## config.mk

```make
export PLATFORM = sky130hd
export DESIGN_NAME = i8254_bus_master
export DESIGN_NICKNAME = d
export VERILOG_FILES = /design/src/rtl/i8254_bus_master.sv
export SDC_FILE = /design/constraint.sdc
export NUM_CORES = 1
export LEC_CHECK = 0
export ABC_AREA = 1
export BUFFER_PORTS_ARGS = -buffer_cell sky130_fd_sc_hd__buf_2
export CORE_MARGIN = 3
export CORE_UTILIZATION = 55
export CTS_CLUSTER_DIAMETER = 100
export DETAILED_ROUTE_END_ITERATION = 12
export PLACE_DENSITY = 0.87
export SYNTH_ARGS = -nofsm -noshare
export SYNTH_HDL_FRONTEND = slang
export SYNTH_SLANG_ARGS = --single-unit
```

## constraint.sdc

```tcl
create_clock -name clk -period 3 [get_ports clk]
set_input_delay 0.3 -clock clk [delete_from_list [all_inputs] [get_ports clk]]
set_output_delay 0.3 -clock clk [all_outputs]
set_load 0.02 [all_outputs]
```

## src/rtl/i8254_bus_master.sv

```systemverilog
// Host-side bus initiator for an 8254-style counter 0: turns single-word commands into CS_N/IOW_N/IOR_N cycles.
// Define BCD_CHECK_EN to reject BCD-invalid or mode x11 count==1 writes before any bus cycle is issued.
module i8254_bus_master #(
   parameter int SETUP_CYC  = 1,
   parameter int STROBE_CYC = 2,
   parameter int HOLD_CYC   = 1,
   parameter int RECOV_CYC  = 1
) (
   input  logic        clk,
   input  logic        rst,
   input  logic        cmd_valid,
   output logic        cmd_ready,
   input  logic [1:0]  cmd_op,
   input  logic [1:0]  cmd_rw,
   input  logic [2:0]  cmd_mode,
   input  logic        cmd_bcd,
   input  logic [15:0] cmd_count,
   output logic        rsp_valid,
   output logic        rsp_err,
   output logic [15:0] rsp_count,
   output logic [7:0]  rsp_status,
   output logic        CS_N,
   output logic [1:0]  a,
   output logic [7:0]  bus_wd,
   input  logic [7:0]  bus_rd,
   output logic        IOW_N,
   output logic        IOR_N
);

   typedef enum logic [2:0] {S_IDLE, S_SETUP, S_STROBE, S_HOLD, S_RECOV, S_DONE} state_t;
   localparam logic [1:0] OP_PROGRAM = 2'b00, OP_WRITE = 2'b01, OP_LATCH = 2'b10, OP_READBACK = 2'b11;
   // Per-bus-cycle kind: write, or a read routed to status / count LSB / count MSB.
   localparam logic [1:0] K_WR = 2'd0, K_ST = 2'd1, K_LSB = 2'd2, K_MSB = 2'd3;
   localparam logic [7:0] SET_L = 8'(SETUP_CYC - 1);
   localparam logic [7:0] STB_L = 8'(STROBE_CYC - 1);
   localparam logic [7:0] HLD_L = 8'(HOLD_CYC - 1);
   localparam logic [7:0] REC_L = 8'(RECOV_CYC - 1);

   state_t      state, state_nx;
   logic [7:0]  cnt;
   logic [1:0]  idx, last_idx, op_q;
   logic        last_ph, accept;
   logic [1:0]  rw_shadow;
   logic [2:0]  mode_shadow;
   logic        bcd_shadow;
   logic [1:0]  ent_k [4];
   logic [1:0]  ent_a [4];
   logic [7:0]  ent_d [4];
   logic [1:0]  bk [4];
   logic [1:0]  ba [4];
   logic [7:0]  bd [4];
   logic [2:0]  pos;
   logic [1:0]  b_last, rw_eff;
   logic        b_err, wr_cnt;
   logic [7:0]  lsb_buf, msb_buf, stat_buf;

`ifdef BCD_CHECK_EN
   logic [2:0]  mode_eff;
   logic        bcd_eff;
   logic [15:0] loaded;

   function automatic logic byte_not_bcd(input logic [7:0] b);
      return (b[3:0] > 4'd9) || (b[7:4] > 4'd9);
   endfunction
`endif

   assign cmd_ready = (state == S_IDLE) && !rst;
   assign accept    = cmd_valid && cmd_ready;
   assign rsp_valid = (state == S_DONE);
   assign CS_N      = !(state == S_SETUP || state == S_STROBE || state == S_HOLD);
   assign IOW_N     = !(state == S_STROBE && ent_k[idx] == K_WR);
   assign IOR_N     = !(state == S_STROBE && ent_k[idx] != K_WR);

   // Build the byte list for the offered command; registered only at acceptance.
   always_comb begin
      for (int i = 0; i < 4; i++) begin
         bk[i] = K_WR;
         ba[i] = 2'd0;
         bd[i] = 8'h00;
      end
      pos    = 3'd1;
      b_err  = 1'b0;
      wr_cnt = (cmd_op == OP_PROGRAM) || (cmd_op == OP_WRITE);
      rw_eff = (cmd_op == OP_PROGRAM) ? cmd_rw : rw_shadow;
      case (cmd_op)
         OP_PROGRAM:  begin ba[0] = 2'd3; bd[0] = {2'b00, cmd_rw, cmd_mode, cmd_bcd}; end
         OP_WRITE:    pos = 3'd0;
         OP_LATCH:    begin ba[0] = 2'd3; bd[0] = 8'h00; end
         default:     begin ba[0] = 2'd3; bd[0] = 8'hC2; bk[1] = K_ST; pos = 3'd2; end
      endcase
      if (rw_eff[0]) begin
         bk[pos[1:0]] = wr_cnt ? K_WR : K_LSB;
         bd[pos[1:0]] = wr_cnt ? cmd_count[7:0] : 8'h00;
         pos = pos + 3'd1;
      end
      if (rw_eff[1]) begin
         bk[pos[1:0]] = wr_cnt ? K_WR : K_MSB;
         bd[pos[1:0]] = wr_cnt ? cmd_count[15:8] : 8'h00;
         pos = pos + 3'd1;
      end
      b_last = 2'(pos - 3'd1);
      if (cmd_op == OP_PROGRAM && cmd_rw == 2'b00) b_err = 1'b1;
`ifdef BCD_CHECK_EN
      mode_eff = (cmd_op == OP_PROGRAM) ? cmd_mode : mode_shadow;
      bcd_eff  = (cmd_op == OP_PROGRAM) ? cmd_bcd : bcd_shadow;
      loaded   = {rw_eff[1] ? cmd_count[15:8] : 8'h00, rw_eff[0] ? cmd_count[7:0] : 8'h00};
      if (wr_cnt) begin
         if (bcd_eff && ((rw_eff[0] && byte_not_bcd(cmd_count[7:0])) ||
                         (rw_eff[1] && byte_not_bcd(cmd_count[15:8])))) b_err = 1'b1;
         if (mode_eff[1:0] == 2'b11 && loaded == 16'd1) b_err = 1'b1;
      end
`endif
   end

   always_comb begin
      case (state)
         S_SETUP:  last_ph = (cnt == SET_L);
         S_STROBE: last_ph = (cnt == STB_L);
         S_HOLD:   last_ph = (cnt == HLD_L);
         S_RECOV:  last_ph = (cnt == REC_L);
         default:  last_ph = 1'b1;
      endcase
   end

   always_comb begin
      state_nx = state;
      case (state)
         S_IDLE:   if (accept) state_nx = b_err ? S_DONE : S_SETUP;
         S_SETUP:  if (last_ph) state_nx = S_STROBE;
         S_STROBE: if (last_ph) state_nx = S_HOLD;
         S_HOLD:   if (last_ph) state_nx = S_RECOV;
         S_RECOV:  if (last_ph) state_nx = (idx == last_idx) ? S_DONE : S_SETUP;
         default:  state_nx = S_IDLE;
      endcase
   end

   always_ff @(posedge clk) begin
      if (rst) begin
         state       <= S_IDLE;
         cnt         <= 8'd0;
         idx         <= 2'd0;
         a           <= 2'd0;
         bus_wd      <= 8'h00;
         rsp_err     <= 1'b0;
         rsp_count   <= 16'h0000;
         rsp_status  <= 8'h00;
         rw_shadow   <= 2'b01;
         mode_shadow <= 3'd0;
         bcd_shadow  <= 1'b0;
      end else begin
         state <= state_nx;
         cnt   <= (state_nx != state) ? 8'd0 : cnt + 8'd1;
         if (accept) begin
            idx     <= 2'd0;
            rsp_err <= b_err;
            if (!b_err) begin
               a      <= ba[0];
               bus_wd <= bd[0];
            end
            if (!b_err && cmd_op == OP_PROGRAM) begin
               rw_shadow   <= cmd_rw;
               mode_shadow <= cmd_mode;
               bcd_shadow  <= cmd_bcd;
            end
         end
         if (state == S_RECOV && last_ph) begin
            if (idx != last_idx) begin
               idx    <= idx + 2'd1;
               a      <= ent_a[idx + 2'd1];
               bus_wd <= ent_d[idx + 2'd1];
            end else if (op_q[1]) begin
               rsp_count <= {msb_buf, lsb_buf};
               if (op_q == OP_READBACK) rsp_status <= stat_buf;
            end
         end
      end
   end

   // Command list and read capture: datapath only, qualified by the FSM.
   always_ff @(posedge clk) begin
      if (accept) begin
         for (int i = 0; i < 4; i++) begin
            ent_k[i] <= bk[i];
            ent_a[i] <= ba[i];
            ent_d[i] <= bd[i];
         end
         last_idx <= b_last;
         op_q     <= cmd_op;
         lsb_buf  <= 8'h00;
         msb_buf  <= 8'h00;
      end
      if (state == S_STROBE && last_ph) begin
         case (ent_k[idx])
            K_ST:    stat_buf <= bus_rd;
            K_LSB:   lsb_buf  <= bus_rd;
            K_MSB:   msb_buf  <= bus_rd;
            default: ;
         endcase
      end
   end

endmodule
```

# [Yosys cells after proc, flatten, opt, wreduce, memory -nomap -nowiden]
# Memory sizes are Yosys's and may differ from the RTL's. A register that Yosys moved wholly into a read port is not among the register bits.
# Cells that the tools add are included.
[totals] n_memories=3 inputBits=35 elab_cells=134 ramBits=48 reg_bits=78 output_inout_bits=40
[op_classes] reduce_logical=33 mux=57 addsub=5 bitwise=3 n_eq_ne=15 magnitude_cmp=4
[mem_list] name="ent_d" depth=4 width=8 read_ports=1 rd_ports_with_merged_regs=0 write_ports=4 line="48" text="logic [7:0] ent_d [4];"
[mem_list] name="ent_a" depth=4 width=2 read_ports=1 rd_ports_with_merged_regs=0 write_ports=4 line="47" text="logic [1:0] ent_a [4];"
[mem_list] name="ent_k" depth=4 width=2 read_ports=1 rd_ports_with_merged_regs=1 write_ports=4 line="46" text="logic [1:0] ent_k [4];"
[ops] operator="two-way mux 8 bit" count=16
[ops] operator="bitwise mux 32 bit" count=2
[ops] operator="two-way mux 32 bit" count=2
[ops] operator="demux 8 bit (select 2 bit)" count=2
[ops] operator="two-way mux 2 bit" count=16
[ops] operator="two-way mux 3 bit" count=7
[ops] operator="bitwise mux 8 bit" count=2
[ops] operator="one-hot mux 8 bit (2 select lines)" count=1
[ops] operator="one-hot mux 3 bit (5 select lines)" count=1
[ops] operator="logical AND 1 bit" count=10
[ops] operator="adder 8 x 1 -> 8 bit, second input constant" count=1
[ops] operator="demux 2 bit (select 2 bit)" count=2
[ops] operator="equality test 2 bit, second input constant" count=4
[ops] operator="equality test 8 x 1 -> 1 bit, second input constant" count=1
[ops] operator="logical NOT 8 bit" count=1
[ops] operator="adder 2 x 1 -> 2 bit, second input constant" count=3
[ops] operator="equality test 3 x 2 -> 1 bit, second input constant" count=2
[ops] operator="equality test 3 bit, second input constant" count=2
[ops] operator="greater-or-equal comparator 3 bit, second input constant" count=2
[ops] operator="logical NOT 2 bit" count=3
[ops] operator="< comparator 3 x 1 -> 1 bit, second input constant" count=2
[ops] operator="inverter 2 -> 3 bit" count=2
[ops] operator="OR reduction 2 bit" count=3
[ops] operator="OR reduction 3 bit" count=2
[ops] operator="other kinds (17)" count=28

# [Depth between registers and ports, before layout]
[depth] word_depth=16 ltp_mapped=18 mapped_depth_nobuf=17

# [Worst setup path before layout]
# OpenSTA, ideal clock, no wires.
[synth_timing] path_kind="input -> register" startpoint="input rst" endpoint="memory ent_a[0][0] (enable)" arrival_time_ns=2.170 t_required_ns=2.599 setup_ns=0.401 n_path_buf=2 slack_ns=0.429 path_stages=5 path_cell_list="clkbuf_1 -> nor3_2 -> nand2_1 -> buf_2 -> inv_1"
[synth_rtl] element="start: declaration" line="10" text="input logic rst,"
[synth_rtl] element="end: declaration" line="47"

==> flow_summary.ini <==
[detailed_routing]
vias_per_cell = 5.60
drc = 0
postRouteAntennaNets = 0
wirelength_mm = 14.0
dr_total_vias = 4859
wl_met2_mm = 6.79
wl_per_cell_um = 16.2
first_iter_violations = 508
top_layer_used = met4
wl_met3_mm = 1.14
drt_first_pass_iters = 5
m1WireLength_mm = 5.72

[die]
floorplan.initialDensity_pct = 56.7
die_x_um = 107
core_area_um2 = 9820
die_h_um = 107
dieArea_um2 = 11400
io_pins = 75
rows = 36

[clock_tree]
cts_max_level = 4
cts_tree = done
cts_resized = 0
clk_latency_ns = 0.52
cts_buffer_depth = 2
cts_sinks = 119
numCtsBuffers = 17
ctsRootBufferMaster = clkbuf_8
path_clk_slew_ns = 0.06
post-cts-setup-buffers = 0

[global_routing]
gr-total-overflow = 0
antenna_found_initial = 0
grt_pass1_vias = 4736
grt_pass1_wl_mm = 22.9
grt_use_total_pct = 25.7
grt_max_degree = 48

[power_and_ir_drop]
vdd_drop_max_mv = 0.381
combPwrFrac_pct = 8.8
powerDensity_nw_per_um2 = 627
p_leak_nw = 2.90
p_clk_share_pct = 48.4
power.share.sequential_pct = 42.8
p_sw_share_pct = 24.9
p_int_mw = 3.14
p_sw_mw = 1.04

[sta]
skew_ns = 0.0105
final-max-slew-violation-count = 0
worst_pin_slew_ns = 0.798
finalCritPeriodShare_pct = 84.6
setup_tns_ns = 0
min_period_ns = 2.54
fmax_mhz = 394
hold_viol = 0
rsz0062_at_grt = false
setup_viol = 0
slew_headroom_pct = 46.7

[synth]
netlist_top_cells_area = edfxtp_1 (29%), dfxtp_1 (24%), nand2_1 (9.2%)
synth_fp_nets = 689
syn_avg_cell_area_um2 = 8.68
yosysSeqAreaShare_pct = 52.4
ys.flop_type = dfxtp_1
synth-edff-count = 53
netlist_area_um2 = 5560
ys_types = 44
async_flop_share_pct = 0
ys_warn_count = 0
synthCells = 641
ys_top_cells_by_count = nand2_1 (137), nor2_1 (90), dfxtp_1 (66), inv_1 (54), edfxtp_1 (53)
synth_top_area_share_pct = 28.6
synth-seq-cells = 119
yosys.area.top_type = edfxtp_1
yosysMostFrequentCell = nand2_1

[final_layout]
fin_nets = 770
fin_area_um2 = 6660
antennaDiodeCount = 0
drive_gt1_share_pct = 19.6
area_growth_pct = 19.8

[critical_path]
critical_path.endpoint = bus_wd[4]
reg2reg_from = rw_shadow[0]
critPathKind = input port to flip-flop
worstPathMaxFanout = 10
start_kind = input port
critPathRequiredTime_ns = 3.46
critPathCaptureType = flip-flop
reg2reg_depth = 15
r2r-end = bus_wd[4]
startpoint = cmd_op[0]
reg2reg_slack_ns = 0.52
cp.arrival_ns = 2.99

[run_status]
status = completed

[placed_design]
place_area_um2 = 6020
routabilityCongestion = 0.949
post-dp-hpwl_mm = 9.50
io_buffers = 74

[worst_hold_path]
min_path_type = input port to flip-flop

[job]
maxCapViolations = 0
cells by family (layout without fill, tap and decap cells):
family,Yosys count,after routing,synth area share (%)
AOI/OAI and AO/OA,105,105,11.2
xor gates and xnor gates,9,9,1.42
adders and majority gates,13,13,2.92
buffers and inverters,87,181,6.63
DFF,119,119,52.4
muxes,7,7,1.26
and+or+nand+nor,301,301,24.2
worst min-delay path by stage:
stage / depth (start not counted) / to / slack [ns] / from
2_1_floorplan: 0 / op_q[0] / 0.40 / cmd_op[0]
3_3_place_gp: 2 / rsp_status[2] / 0.45 / stat_buf[2]
3_5_place_dp: 2 / rsp_status[4] / 0.46 / stat_buf[4]
4_1_cts: 1 / stat_buf[4] / 0.0007 / bus_rd[4]
5_1_grt: 1 / stat_buf[5] / 0.0009 / bus_rd[5]
6_report: 1 / stat_buf[4] / 0.02 / bus_rd[4]
what timing repair did:
item                                    CTS  global route
endpoints found under the hold margin     3             2
hold buffers                              3             2
endpoints found under the setup margin    0             0
state kept, by name (all words and copies together) (netlist names):
name,count
rsp_status,8
rsp_count,16
a,2
stat_buf,8
ent_k,8
state,3
rw_shadow,2
ent_d,32
last_idx,2
op_q,2
lsb_buf,8
rsp_err,1
idx,2
cnt,8
msb_buf,8
ent_a,1
bus_wd,8
cells in the final DEF (no fill, tap or decap), drive strengths merged:
master	netlist	routed
nand2	144	144
nor2	96	96
buf	14	81
dfxtp	66	66
inv	61	62
o21ai	60	60
edfxtp	53	53
nand3	28	28
nor3	22	22
clkbuf	10	17
o211ai	13	13
ha	13	13
a21oi	13	13
clkinv	2	10
nand4	8	8
xor2	7	7
mux2i	7	7
o22ai	5	5
dlygate4sd3	0	5
o32ai	4	4
a22oi	3	3
clkinvlp	0	3
bufinv	0	3
or2	3	3
a32oi	2	2
xnor2	2	2
a211oi	2	2
o41ai	1	1
a21o	1	1
a31oi	1	1
through the flow:
stage               power, mW  hold WS [ns]  setup WS (ns)  cells  utilization, %
global route             4.31      0.000932          0.227    868            67.9
floorplan                2.05         0.399          0.429    641               -
finish                   4.18        0.0201          0.462    868            67.9
CTS                      4.17      0.000711          0.518    866            67.7
global placement         2.15         0.453          0.326    831            61.3
detailed placement       2.17         0.464         0.0439    831            61.3
layer usage:
metal / GRT usage (%) / up-vias
li1: - / 2306
met1: 32.7 / 2230
met2: 41.5 / 280
met3: 6.50 / 43
met4: 11.3 / 0
met5: 0 / -
final cells by class:
class	instances	area, µm²
clock buffer	17	414
clock inverter	15	179
fill	754	3160
inverter	63	238
multi-input combinational	435	2280
sequential	119	2910
tap	133	166
timing repair buffer	86	473
worst max-delay path, stage by stage:
cell	delay [ns]
buf_2	0.13
inv_1	0.08
ha_1	0.28
nand2_1	0.16
o21ai_2	0.14
nand2_1	0.11
inv_1	0.13
nor2_1	0.31
inv_1	0.16
ha_1	0.24
nand2_2	0.18
inv_2	0.13
o21ai_0	0.26
nand2_1	0.09
nand3_1	0.12
nand2_1	0.06
nor2_1	0.10
power groups by stage:
stage | Clock, mW | Combinational [mW] | Sequential (mW)
final | 2.02 | 0.367 | 1.79
after global routing | 2.11 | 0.404 | 1.79
after CTS | 2.02 | 0.359 | 1.79
after detailed placement | 0 | 0.350 | 1.82
after global placement | 0 | 0.337 | 1.81
after floorplan | 0 | 0.228 | 1.82
No activity file was read; power rests on OpenSTA's default activity.
